### config.mk
export PLATFORM = sky130hd
export DESIGN_NAME = imm_gen_stage
export DESIGN_NICKNAME = d
export VERILOG_FILES = /design/src/rtl/imm_gen_stage.sv
export SDC_FILE = /design/constraint.sdc
export NUM_CORES = 1
export LEC_CHECK = 0
export BUFFER_PORTS_ARGS = -buffer_cell sky130_fd_sc_hd__buf_4
export CAP_MARGIN = 30
export CORE_ASPECT_RATIO = 1.25
export CORE_MARGIN = 2
export CORE_UTILIZATION = 30
export CTS_CLUSTER_SIZE = 25
export DETAILED_ROUTE_END_ITERATION = 8
export RECOVER_POWER = 50
export SLEW_MARGIN = 20
export SYNTH_ARGS = -nofsm -noshare
export SYNTH_HDL_FRONTEND = slang
export SYNTH_SLANG_ARGS = --single-unit
### constraint.sdc
create_clock -name clk -period 2.3 [get_ports clk]
set_clock_uncertainty 0.05 [all_clocks]
set_input_delay 0.23 -clock clk [delete_from_list [all_inputs] [get_ports clk]]
set_output_delay 0.23 -clock clk [all_outputs]
set_load 0.1 [all_outputs]
### src/rtl/imm_gen_stage.sv
// Registered RV32I/RV64I immediate-generation stage: decodes the format and the extended immediate
// on the input side, buffers up to two entries (output + skid), and counts illegal instructions.
module imm_gen_stage #(
    parameter int XLEN  = 32,
    parameter int CNT_W = 16
) (
    input  logic             clk,
    input  logic             rst_n,
    input  logic             flush,
    input  logic             in_valid,
    output logic             in_ready,
    input  logic [31:0]      instr,
    output logic             out_valid,
    input  logic             out_ready,
    output logic [31:0]      out_instr,
    output logic [XLEN-1:0]  out_imm,
    output logic [2:0]       out_fmt,
    output logic             out_illegal,
    output logic [CNT_W-1:0] illegal_cnt
);

    typedef enum logic [2:0] {
        FMT_R   = 3'd0,
        FMT_I   = 3'd1,
        FMT_S   = 3'd2,
        FMT_B   = 3'd3,
        FMT_U   = 3'd4,
        FMT_J   = 3'd5,
        FMT_ILL = 3'd7
    } fmt_e;

    typedef struct packed {
        logic [31:0]     instr;
        logic [XLEN-1:0] imm;
        fmt_e            fmt;
        logic            illegal;
    } entry_t;

    entry_t dec;
    entry_t out_q;
    entry_t skid_q;
    logic   out_valid_q;
    logic   skid_valid_q;
    logic   accept;

    // NOTE: every field gets a default before the case, so no path leaves a latch or an X.
    always_comb begin
        dec.instr   = instr;
        dec.imm     = '0;
        dec.fmt     = FMT_ILL;
        dec.illegal = 1'b1;
        if (instr[1:0] == 2'b11) begin
            dec.illegal = 1'b0;
            case (instr[6:0])
                7'b0010011, 7'b0000011, 7'b1100111, 7'b1110011: begin
                    dec.fmt = FMT_I;
                    // Shifts carry a zero-extended shamt; funct7 bits are not part of the immediate.
                    if (instr[6:0] == 7'b0010011 && instr[13:12] == 2'b01)
                        dec.imm = (XLEN == 64) ? XLEN'(instr[25:20]) : XLEN'(instr[24:20]);
                    else
                        dec.imm = XLEN'($signed(instr[31:20]));
                end
                7'b0100011: begin
                    dec.fmt = FMT_S;
                    dec.imm = XLEN'($signed({instr[31:25], instr[11:7]}));
                end
                7'b1100011: begin
                    dec.fmt = FMT_B;
                    dec.imm = XLEN'($signed({instr[31], instr[7], instr[30:25], instr[11:8], 1'b0}));
                end
                7'b0110111, 7'b0010111: begin
                    dec.fmt = FMT_U;
                    dec.imm = XLEN'($signed({instr[31:12], 12'b0}));
                end
                7'b1101111: begin
                    dec.fmt = FMT_J;
                    dec.imm = XLEN'($signed({instr[31], instr[19:12], instr[20], instr[30:21], 1'b0}));
                end
                7'b0110011, 7'b0111011, 7'b0001111: begin
                    dec.fmt = FMT_R;
                end
                default: begin
                    dec.fmt     = FMT_ILL;
                    dec.illegal = 1'b1;
                end
            endcase
        end
    end

    // in_ready comes straight from the skid flop, so out_ready never reaches it combinationally.
    assign in_ready = !skid_valid_q;
    assign accept   = in_valid && in_ready && !flush;

    // NOTE: the data registers are reset as well, because out_* must read zero straight out of reset.
    always_ff @(posedge clk or negedge rst_n) begin
        if (!rst_n) begin
            out_q        <= '0;
            skid_q       <= '0;
            out_valid_q  <= 1'b0;
            skid_valid_q <= 1'b0;
            illegal_cnt  <= '0;
        end else begin
            if (accept && dec.illegal && illegal_cnt != '1)
                illegal_cnt <= illegal_cnt + CNT_W'(1);

            if (flush) begin
                out_valid_q  <= 1'b0;
                skid_valid_q <= 1'b0;
            end else if (!out_valid_q || out_ready) begin
                // A held skid entry always moves first; in_ready is low then, so nothing new arrives.
                if (skid_valid_q) begin
                    out_q        <= skid_q;
                    out_valid_q  <= 1'b1;
                    skid_valid_q <= 1'b0;
                end else if (accept) begin
                    out_q       <= dec;
                    out_valid_q <= 1'b1;
                end else begin
                    out_valid_q <= 1'b0;
                end
            end else if (accept) begin
                skid_q       <= dec;
                skid_valid_q <= 1'b1;
            end
        end
    end

    assign out_valid   = out_valid_q;
    assign out_instr   = out_q.instr;
    assign out_imm     = out_q.imm;
    assign out_fmt     = out_q.fmt;
    assign out_illegal = out_q.illegal;

endmodule
; After elaboration in Yosys (flattened, before gate mapping)
; Index checks and enable logic that the tools add are counted.
[word_totals]
regBits = 154
in_bits = 37
output_inout_bits = 86
wordCells = 61
[op_classes]
add_sub_neg = 1
eq_ne = 15
muxes = 14
bitwise_logic = 2
reduce_logical = 18
[ops]
columns = op, count
row1 = $pmux W32 S5, 1
row2 = $mux W68, 2
row3 = $mux W36, 1
row4 = $mux W32, 1
row5 = $eq A7 B6 Y1 const B, 4
row6 = $eq A7 B7 Y1 const B, 4
row7 = $pmux W3 S6, 1
row8 = $add A16 B1 Y16 const B, 1
row9 = $ne A16 B16 Y1 const B, 1
row10 = $eq A7 B5 Y1 const B, 2
row11 = $reduce_or A12 Y1, 1
row12 = $mux W1, 8
row13 = $eq A7 B2 Y1 const B, 1
row14 = $eq A7 B4 Y1 const B, 1
row15 = $reduce_and A3 Y1, 2
row16 = $logic_and A1 B1 Y1, 5
row17 = $reduce_bool A2 Y1, 2
row18 = $reduce_or A4 Y1, 1
row19 = $logic_not A1 Y1, 3
row20 = $reduce_bool A3 Y1, 1
row21 = $reduce_or A3 Y1, 1
row22 = $eq A2 B1 Y1 const B, 1
row23 = $eq A2 B2 Y1 const B, 1
row24 = $not A1 Y1, 2
row25 = other kinds (2), 2

; Longest topological paths before layout
; Gate-level depths: netlist (run 1).
[depth]
depth_word = 7
depth_mapped = 8
ltp_nobuf = 6

; Worst setup path after synthesis (run 1)
; No wires, ideal clock.
[synth_path]
path_type = flip-flop to flip-flop
start = reg illegal_cnt[0]
end = reg illegal_cnt[3]
setup_ns = 0.164
arrival_ns = 2.356
required_time_ns = 2.086
slack_ns = -0.270
path_stages_with_launch = 8
n_path_buf = 1
synth_period_minus_slack_ns = 2.570
path_cell_list = dfrtp_1 -> ha_1 -> and4_1 -> nand3_1 -> nor3_1 -> clkbuf_1 -> nor3_1 -> xor2_1
[synth_between]
elab_chain_cells = 2
elab_cells_between_ends = 3
classes_between = 1 x add/sub / 1 x eq/ne / 1 x reduce/logical
[synth_rtl]
columns = item, line_no
row1 = "start, declared", 19  ; output logic [CNT_W-1:0] illegal_cnt
row2 = "start signal, assigned", 104  ; illegal_cnt <= illegal_cnt + CNT_W'(1);
row3 = branches (longest 2 deep; another with $add A16 B1 Y16), n/a
; Several ways; the timed one is not identified.
; A chain may end at the register's enable or synchronous reset.

; Final worst setup path (run 1)
[layout_path]
start = in instr[0]
end = reg skid_q[32] (netlist name)
[layout_between]
elab_chain_cells = 5
elab_cells_between_ends = 16
classes_between = 10 x eq/ne / 3 x mux / 3 x reduce/logical
[layout_rtl]
columns = item, line_no
row1 = "start, declared", 12  ; input logic [31:0] instr,
row2 = $eq A7 B5 Y1, "54, 58"
row3 = $logic_and A1 B1 Y1, 58  ; if (instr[6:0] == 7'b0010011 && instr[13:12] == 2'b01)
row4 = $mux W32, 58
row5 = $pmux W32 S5, 54  ; case (instr[6:0])
row6 = $mux W36 *, 52  ; if (instr[1:0] == 2'b11) begin
row7 = "end signal, assigned", 98  ; skid_q <= '0;
row8 = "end signal, assigned", 122  ; skid_q <= dec;
row9 = "end, declared", 41  ; entry_t skid_q;
; Every way passes the cells marked *; elsewhere a longest branch is shown, timed or not.

==> metrics.txt, run 1 <==
outcome=finished, final reports clean; largest net degree at the start of global routing=67; pre-CTS setup slack=0.169 ns; overall track demand over capacity in global routing=0.165; syn_nets=773; aggregate global routing overflow=0; routed len/inst=16.8 um; Power Density=1030 nW/um2; leading post-synthesis cells by cell area=dfrtp_1 (55%), nand2_1 (9.5%), o21ai_0 (5.6%), mux2i_1 (4.8%), a31oi_1 (2.5%); final count of pins violating max slew=0; final instance area=9070 um2; clock input transition at the sequential cells of the worst setup and hold paths=0.06 ns; proportion of netlist area held by the largest area contributor=0.548; final critical-path share of the clock period=0.941; synth unique cells=55; clock net sink count=154; Worst path slowest cell=dlygate4sd3_1; sequential cell area fraction in the yosys report=0.548; worst rel slew slack=0.0187; number of primary I/O pins=123; Post-DRT Antenna Nets=0; Die Span Y=175 um; Cell Area, Synth=7030 um2; via/cell ratio=4.96; critical path data required time=2.52 ns; worst stage delay on the critical path=0.53 ns; post-synth top area cell=dfrtp_1; crit path setup slack, layout=0.135 ns; yosys warns=0; number of synthesized register bits=154; total of max-cap violations=0; layout overhead on the synthesized area=29.1%; maximum fanout encountered on the critical timing path=11; n_diodes=0; x dimension of the die=141 um; Max IR drop VDD=0.854 mV; area of the core=23000 um2; Initial Utilization=0.306; net count of the finished layout=918; async set-reset flop share out of synthesis=1.00; Post-DP Area=8420 um2; clock latency on the worst-skew pair=0.43 ns; part of the total power dissipated in sequential elements=0.372; Setup Crit Path Kind=input port to register; Fin. Hold Viols=0; arrival time of the worst setup path=2.39 ns; Worst Setup End Kind=register; CTS H-tree depth=4; final count of negative-setup-slack endpoints=0; Pre-antenna DRT Iters=4; switching pwr=3.87 mW; Synth Flop Type=dfrtp_1; total negative setup slack=0 ns; count of flip-flops with a built-in enable after synthesis=0; Setup crit start kind=input port; setup repair after global routing missed its margin=no; number of design-rule violations left by the first detailed-router iteration=264; clock buffer count from CTS=17; Post-Syn Area per Cell=9.56 um2; worst-margin pin slew=1.47 ns; area taken by multi-input logic gates=2960 um2; storage element area=3870 um2; placer's final routability congestion estimate=0.850; wire length of the first global-routing pass=32.0 mm; most frequent cells in the layout=nand2_1 (176), dfrtp_1 (141), buf_4 (106); Critical Path, Cell by Cell=dlygate4sd3_1 > buf_4 > and2_1 > nand2_1 > o211a_2 > nand2b_1 > a31oi_1; design internal power=5.45 mW; share of cells above drive strength 1=0.199; dominant delay contributor by cell family on the critical path=simple AND/OR/NAND/NOR gates; clock share of power=0.298; most common cell after layout, fill and taps aside=nand2_1; synthesized instance count=735; worst hold-check path type=input port to register; half-perimeter wire length of the detailed placement result=13.3 mm; hold_ws=0.0295 ns; count of fill cells added during filler insertion=2340; aggregate routed wire length=19.9 mm; buffers added on ports=122; maximum clock frequency=462 MHz; total die area=24700 um2; DRC Markers=0; utilization after layout=0.395; count of standard-cell rows=62; number of global-route vias before repair=5831; Leakage Power=4.00 nW; proportion of power drawn by combinational gates=0.329; cell at the root of the clock tree=clkbuf_16; overall via count from detail_route=5857; shortest period the worst path allows=2.17 ns; clk buf depth=2; clock tree from TritonCTS=built; share of total power consumed by net switching=0.415; number of buffer and inverter stages on the critical path=2; antenna violations before repair=0
==> worst reg2reg max path, cell delays in order, from the launching register on <==
cell     delay (ns)
dfrtp_2        0.36
ha_1           0.21
and4_1         0.22
nand3_1        0.11
nor3_2         0.57
nor2_1         0.17
mux2_1         0.34
==> final cells by class <==
cell class              instances  area share
clock buffers                  18      0.0473
clock inverters                14      0.0163
inverters                       4     0.00207
multi-input cells             525       0.326
flip-flops and latches        154       0.427
well taps                     288      0.0397
repair buffers                178       0.142
==> logic make-up after synthesis <==
logic type / synth area share
compound gates: 0.137
fa+ha+maj: 0.00178
buf+inv: 0.0344
mux: 0.0580
flops: 0.548
simple gates: 0.202
xor+xnor: 0.0187
==> metal layers <==
layer | up-vias | wire (um) | track usage | part of all wire
li1 | 2847 | - | - | -
met4 | 0 | 238 | 0.0492 | 0.012
met2 | 123 | 9750 | 0.270 | 0.49
met3 | 17 | 908 | 0.0414 | 0.046
met5 | - | 0 | 0 | 0
met1 | 2870 | 8970 | 0.218 | 0.45
==> path summary, 6_finish.rpt <==
kind | start | end | slack (ns) | cells past startpoint
worst max-delay path | instr[0] | skid_q[32] | 0.13 | 7
worst min-delay path | instr[20] | skid_q[56] | 0.03 | 3
worst max register to register | illegal_cnt[0] | illegal_cnt[1] | 0.16 | 6
worst min register to register | skid_q[61] | skid_q[61] | 0.42 | 2
max in group asynchronous | rst_n | out_instr[21] | 0.35 | 3
min in group asynchronous | rst_n | skid_q[46] | 0.64 | 2
==> cell usage after synthesis (3+ instances only) <==
library cell  count
nand4_1           4
mux2i_1          34
o21ai_0          79
or3_1            24
clkbuf_1         34
nand2b_1          5
dfrtp_1         154
a21oi_1          25
nor3_1           14
nor2b_1           3
nor2_1           38
buf_2             7
nand3_1          13
inv_1             4
and3_1            7
mux2_2            4
buf_1             7
a31oi_1          28
and2_1            5
a221o_1           6
o211ai_1          5
nand2_1         177
nor4_1            4
xor2_1           15
nor3b_1           3
==> repair_timing <==
action | CTS | global route
buffers inserted | 0 | 0
resized for setup | 1 | 0
hold buffers | 25 | 0
hold endpoints to repair | 76 | 0
setup endpoints to repair | 1 | 0
==> flip-flops by register name, summed over array words and instances, names as in the netlist <==
register      count
out_instr        32
out_imm          32
skid_valid_q      1
illegal_cnt      16
out_fmt           3
skid_q           68
out_valid         1
out_illegal       1
==> through the flow <==
stage / total power [mW] / std cells
final: 9.32 / 1181
after global routing: 9.75 / 1181
after CTS: 9.52 / 1181
after detailed placement: 6.67 / 1124
after global placement: 6.63 / 1124
after floorplan: 5.80 / 735
==> power groups by stage <==
stage | Sequential [mW] | Clock, mW | Combinational [mW]
global route | 3.53 | 2.97 | 3.25
CTS | 3.47 | 2.86 | 3.19
finish | 3.47 | 2.78 | 3.07
global placement | 3.50 | 0 | 3.13
floorplan | 5.20 | 0 | 0.591
detailed placement | 3.52 | 0 | 3.15
Note: power is estimated with default switching activity, not from simulation.
==> run 2, diff against run 1 <==
Settings changed: CTS_CLUSTER_DIAMETER set to 80, SETUP_SLACK_MARGIN set to 0.3.
==> run 2 against run 1 <==
Hold slack worse by 0.024 ns. Sequential cell count unchanged. Critical path depth unchanged. Sequential power up 1%. First-iteration DRC count up 64%. Non-clock buffer count down 8. Largest cell class unchanged.
==> metrics.txt, run 2 (synthesized netlist as in run 1, its figures left out) <==
critical path data required time=2.55 ns (+0.03 ns); Worst path slowest cell=dfrtp_1; clk buf depth=2 (unchanged); shortest period the worst path allows=1.97 ns (-0.192 ns); x dimension of the die=141 um (unchanged); worst hold-check path type=input port to register; antenna violations before repair=0 (unchanged); clock net sink count=154 (unchanged); routed len/inst=17.1 um (+1.5%); Pre-antenna DRT Iters=5 (+1); share of cells above drive strength 1=0.214 (+0.0142); clock share of power=0.302 (+0.004); overall track demand over capacity in global routing=0.165 (-0.000457); number of design-rule violations left by the first detailed-router iteration=433 (+64%); number of buffer and inverter stages on the critical path=2 (unchanged); CTS H-tree depth=4 (unchanged); placer's final routability congestion estimate=0.836 (-1.7%); half-perimeter wire length of the detailed placement result=13.5 mm (+1.5%); aggregate global routing overflow=0 (unchanged); part of the total power dissipated in sequential elements=0.379 (+0.007); register name with the most flops=skid_q; Critical Path, Cell by Cell=buf_4 > o21bai_1 > nand2b_4 > buf_4 > or3_1 > o21ai_0 > a21oi_1; Max IR drop VDD=0.996 mV (+17%); switching pwr=3.85 mW (-0.49%); clock latency on the worst-skew pair=0.42 ns (about the same); most used cell, CP=buf_4; setup repair after global routing missed its margin=yes; most frequent cells in the layout=nand2_1 (176), dfrtp_1 (137), buf_4 (99); aggregate routed wire length=20.0 mm (+0.78%); final count of negative-setup-slack endpoints=0 (unchanged); flip-flop count of the largest register after layout=68 (unchanged); Die Span Y=175 um (unchanged); Setup crit start kind=register; net count of the finished layout=910 (-0.87%); power after layout=9.29 mW (-0.29%); buffers added on ports=122 (unchanged); Power Density=1020 nW/um2 (-0.60%); DRC Markers=0 (unchanged); clock buffer count from CTS=17 (unchanged); dominant delay contributor by cell family on the critical path=simple AND/OR/NAND/NOR gates; wire length of the first global-routing pass=32.1 mm (+0.33%); via/cell ratio=5.06 (+2.0%); Cells after DPL=1120 (-0.36%); total of max-cap violations=0 (unchanged); worst-margin pin slew=1.24 ns (-0.236 ns); layout overhead on the synthesized area=29.5%; outcome=finished, final reports clean; Leakage Power=4.00 nW (about the same); Worst Setup End Kind=register; cell at the root of the clock tree=clkbuf_16; Post-DRT Antenna Nets=0 (unchanged); Initial Utilization=0.306 (unchanged); design internal power=5.44 mW (-0.15%); maximum clock frequency=507 MHz (+9.7%); maximum fanout encountered on the critical timing path=29 (+18); proportion of power drawn by combinational gates=0.319 (-0.010); clock input transition at the sequential cells of the worst setup and hold paths=0.06 ns (about the same); worst rel slew slack=0.179 (+0.161); arrival time of the worst setup path=2.23 ns (-0.16 ns); n_diodes=0 (unchanged); most common cell after layout, fill and taps aside=nand2_1; total negative setup slack=0 ns (unchanged); worst stage delay on the critical path=0.48 ns (-0.05 ns); total die area=24700 um2 (unchanged); count of standard-cell rows=62 (unchanged); Fin. Hold Viols=0 (unchanged); overall via count from detail_route=5934 (+1.3%); area of the core=23000 um2 (unchanged); clock tree from TritonCTS=built; number of primary I/O pins=123 (unchanged); non-filler cells in the finished layout=1173 (-0.68%); share of total power consumed by net switching=0.414 (-0.000837); number of global-route vias before repair=5862 (+0.53%); final count of pins violating max slew=0 (unchanged); largest net degree at the start of global routing=52 (-22%); final critical-path share of the clock period=0.858 (-0.0835); Setup Crit Path Kind=register to register; utilization after layout=0.396 (+0.00125)
==> run 2: layer usage <==
layer | vias to the layer above | track usage | wire, um
met5 | - | 0 | 0
met4 | 0 | 0.0513 | 371
met3 | 26 | 0.0351 | 937
met2 | 172 | 0.264 | 9360
met1 | 2905 | 0.225 | 9360
li1 | 2831 | - | -
==> run 2: worst paths after layout <==
kind | cells after the start | slack [ns] | to | from
worst max-delay path | 7 | 0.33 | out_imm[25] | skid_valid_q
worst min-delay path | 3 | 0.006 | skid_q[66] | instr[30]
worst max register to register | 7 | 0.33 | out_imm[25] | skid_valid_q
worst min register to register | 2 | 0.41 | skid_q[3] | skid_q[3]
max in group asynchronous | 3 | 0.48 | illegal_cnt[12] | rst_n
min in group asynchronous | 2 | 0.21 | illegal_cnt[3] | rst_n
==> run 2: worst min-delay path: stages <==
cell     delay, ns
buf_4         0.11
nand2_1       0.06
nand2_1       0.05
==> run 2: metrics by stage <==
step                      area (um2)  hold WS, ns  setup slack [ns]
after floorplan                 7060       -0.116             0.300
after global placement          8410       0.0900             0.216
after detailed placement        8410       0.0939             0.234
after CTS                       9220      0.00146             0.307
after global routing            9100       0.0119             0.155
final                           9100      0.00576             0.327
==> run 2: power groups by stage <==
stage | logic, mW | clock network [mW] | registers (mW)
after floorplan | 0.591 | 0 | 5.22
after global placement | 3.02 | 0 | 3.56
after detailed placement | 3.04 | 0 | 3.57
after CTS | 3.08 | 2.88 | 3.53
after global routing | 3.13 | 3.00 | 3.59
final | 2.96 | 2.81 | 3.52
==> run 2: cell type report <==
class	count	area, um2
clock buffer	19	443
clock inverter	13	143
fill	2353	13900
inverter	4	15.0
multi-input combinational	525	3000
sequential	154	3880
tap	288	360
timing repair buffer	170	1250
==> run 2: timing repair <==
action | 4_1_cts | 5_1_grt
setup buffers | 2 | 0
setup endpoints to repair | 23 | 17
hold buffers | 19 | 0
cloned | 0 | 0
hold endpoints to repair | 46 | 0
gates resized for setup | 3 | 11
==> run 3, diff against run 2 <==
Settings changed: ABC_AREA set to 1.
==> run 3 against run 2 <==
Total power decreased by 4.6%. Sequential share of layout area decreased by 1.6 points. Clock power about the same. Area after synthesis increased by 8.4%. Fmax increased by 0.91%. Hold slack improved by 0.037 ns. First-iteration DRC count decreased by 5.8%. Clock-buffer cell count decreased by 2. Via count increased by 14%. Critical path depth decreased by 6. Register-to-register slack improved by 0.09 ns. Final area increased by 3.7%. Critical path type is now register to primary output. Largest cell class unchanged. Largest power group unchanged.
==> metrics.txt, run 3 <==
largest net degree at the start of global routing=80 (+54%); switching pwr=3.66 mW (-4.9%); Cells after DPL=1411 (+26%); half-perimeter wire length of the detailed placement result=14.3 mm (+6.2%); synth unique cells=34 (-38%); most common cell after layout, fill and taps aside=nand2_1; placer's final routability congestion estimate=0.860 (+2.9%); proportion of power drawn by combinational gates=0.284 (-0.035); power after layout=8.87 mW (-4.6%); maximum fanout encountered on the critical timing path=2 (-93%); antenna violations before repair=0 (unchanged); Critical Path, Cell by Cell=clkbuf_1; clock buffer count from CTS=17 (unchanged); clock tree from TritonCTS=built; worst hold-check path type=input port to register; total die area=26700 um2 (+8.2%); aggregate routed wire length=21.4 mm (+7.0%); area of the core=25100 um2 (+9.4%); setup repair after global routing missed its margin=no; number of primary I/O pins=123 (unchanged); register name with the most flops=skid_q; net count of the finished layout=1137 (+25%); routed len/inst=14.8 um (-13%); cell at the root of the clock tree=clkbuf_16; layout overhead on the synthesized area=23.9%; Synth Flop Type=dfrtp_1; number of design-rule violations left by the first detailed-router iteration=408 (-5.8%); Post-DP Area=8920 um2 (+6.0%); syn_nets=1035 (+34%); dominant delay contributor by cell family on the critical path=buffers and inverters; Fin. Hold Viols=0 (unchanged); total negative setup slack=0 ns (unchanged); Die Span Y=182 um (+4.0%); share of total power consumed by net switching=0.413 (-0.00146); yosys warns=0 (unchanged); clock net sink count=154 (unchanged); aggregate global routing overflow=0 (unchanged); n_diodes=0 (unchanged); Post-Syn Area per Cell=7.64 um2 (-20%); part of the total power dissipated in sequential elements=0.395 (+0.016); via/cell ratio=4.67 (-7.7%); proportion of netlist area held by the largest area contributor=0.506 (-0.0424); Setup Crit Path Kind=register to primary output; final count of pins violating max slew=0 (unchanged); clock share of power=0.321 (+0.019); total of max-cap violations=0 (unchanged); shortest period the worst path allows=1.96 ns (-0.0177 ns); final count of negative-setup-slack endpoints=0 (unchanged); Worst path slowest cell=clkbuf_1; DRC Markers=0 (unchanged); Setup crit start kind=register; most frequently used cell type in the post-synthesis netlist=nand2_1; CTS H-tree depth=4 (unchanged); overall via count from detail_route=6759 (+14%); Initial Utilization=0.303 (-0.00300); wire length of the first global-routing pass=34.9 mm (+8.9%); synthesized instance count=997 (+36%); critical path data required time=2.02 ns (-0.53 ns); final instance area=9440 um2 (+3.7%); x dimension of the die=147 um (+4.0%); Power Density=939 nW/um2 (-8.0%); worst rel slew slack=0.200 (+0.0209); count of standard-cell rows=65 (+4.8%); post-synth top area cell=dfrtp_1; Pre-antenna DRT Iters=5 (unchanged); maximum clock frequency=511 MHz (+0.91%); clock latency on the worst-skew pair=0.43 ns (about the same); sequential cell area fraction in the yosys report=0.506 (-0.0424); arrival time of the worst setup path=1.68 ns (-0.55 ns); buffers added on ports=122 (unchanged); non-filler cells in the finished layout=1447 (+23%); Leakage Power=4.85 nW (+21%); flip-flop count of the largest register after layout=68 (unchanged); overall track demand over capacity in global routing=0.164 (-0.00118); Max IR drop VDD=0.964 mV (-3.1%); number of global-route vias before repair=6389 (+9.0%); final critical-path share of the clock period=0.850 (-0.00770); worst-margin pin slew=1.20 ns (-0.0315 ns); outcome=finished, final reports clean; Post-DRT Antenna Nets=0 (unchanged); Worst Setup End Kind=primary output; number of synthesized register bits=154 (unchanged); async set-reset flop share out of synthesis=1.00 (unchanged); clk buf depth=2 (unchanged); number of buffer and inverter stages on the critical path=1 (-1); share of cells above drive strength 1=0.164 (-0.0499); leading post-synthesis cells by cell area=dfrtp_1 (51%), nand2_1 (15%), nor2_1 (7.4%), o21ai_0 (6.5%), nand3_1 (3.4%); Cell Area, Synth=7610 um2 (+8.4%); most frequent cells in the layout=nand2_1 (313), nor2_1 (148), dfrtp_1 (139); worst stage delay on the critical path=0.89 ns (+0.41 ns); count of flip-flops with a built-in enable after synthesis=0 (unchanged); clock input transition at the sequential cells of the worst setup and hold paths=0.07 ns (about the same); design internal power=5.20 mW (-4.3%); most common library cells after synthesis=nand2_1 (314), dfrtp_1 (154), nor2_1 (150)
[run 3: cell count changes after synthesis, sizes merged, moves of 8 or more]
cell,previous run,this run
xnor2,0,8
nor3,15,3
o21ai,80,103
or3,24,0
mux2i,34,0
inv,4,55
xor2,15,6
nand3,13,55
nor2,39,159
nand2,177,320
[run 3: path summary, 6_finish.rpt]
path / startpoint / endpoint / slack, ns / depth (start not counted)
hold / removal: instr[18] / skid_q[54] / 0.04 / 3
hold reg to reg: out_instr[26] / out_instr[26] / 0.43 / 2
min in group asynchronous: rst_n / skid_q[18] / 0.52 / 2
setup reg to reg: skid_valid_q / out_imm[2] / 0.42 / 7
max in group asynchronous: rst_n / out_instr[17] / 0.74 / 3
setup / recovery: out_imm[4] / out_imm[4] / 0.34 / 1
[run 3: area by class of cell]
class,instances,area [um2]
Sequential cell,154,3880
Inverter,55,210
Fill cell,2635,15700
Multi-Input combinational cell,732,3330
Clock inverter,15,169
Timing Repair Buffer,139,1010
Tap cell,335,419
Clock buffer,17,425
[run 3: power by group through the flow]
stage          Sequential [mW]  Combinational, mW  Clock, mW
2_1_floorplan             4.84              0.645          0
3_3_place_gp              3.54               2.59          0
3_5_place_dp              3.55               2.62          0
4_1_cts                   3.51               2.63       2.91
5_1_grt                   3.57               2.70       3.03
6_report                  3.50               2.52       2.84
[run 3: per-layer routing]
layer  routed length (um)  share of wire  global-route usage  up-vias
met5                    0              0                   0        -
met4                  343          0.016              0.0466        0
met3                 1510          0.070              0.0473       24
met2                 9860           0.46               0.260      191
met1                 9720           0.45               0.219     3150
li1                     -              -                   -     3394
[run 3: what timing repair did]
item | 4_1_cts | 5_1_grt
hold buffers | 2 | 0
resized for setup | 1 | 0
endpoints found under the setup margin | 1 | 0
setup buffers | 0 | 0
endpoints found under the hold margin | 39 | 0
[run 3: metrics by stage]
step / hold slack (ns) / utilization / worst slack, ns
4_1_cts: 0.0231 / 0.381 / 0.398
3_5_place_dp: 0.143 / 0.355 / 0.356
5_1_grt: 0.0349 / 0.376 / 0.296
2_1_floorplan: -0.116 / - / 0.300
6_report: 0.0425 / 0.376 / 0.344
3_3_place_gp: 0.142 / 0.355 / 0.369
[run 3: kinds of logic after synthesis]
logic type               share of synthesized area
AND/OR/NAND/NOR                              0.296
AO/OA/AOI/OAI                                0.119
flip-flops                                   0.506
buffers and inverters                       0.0606
XOR/XNOR                                    0.0161
adder cells (fa/ha/maj)                    0.00164
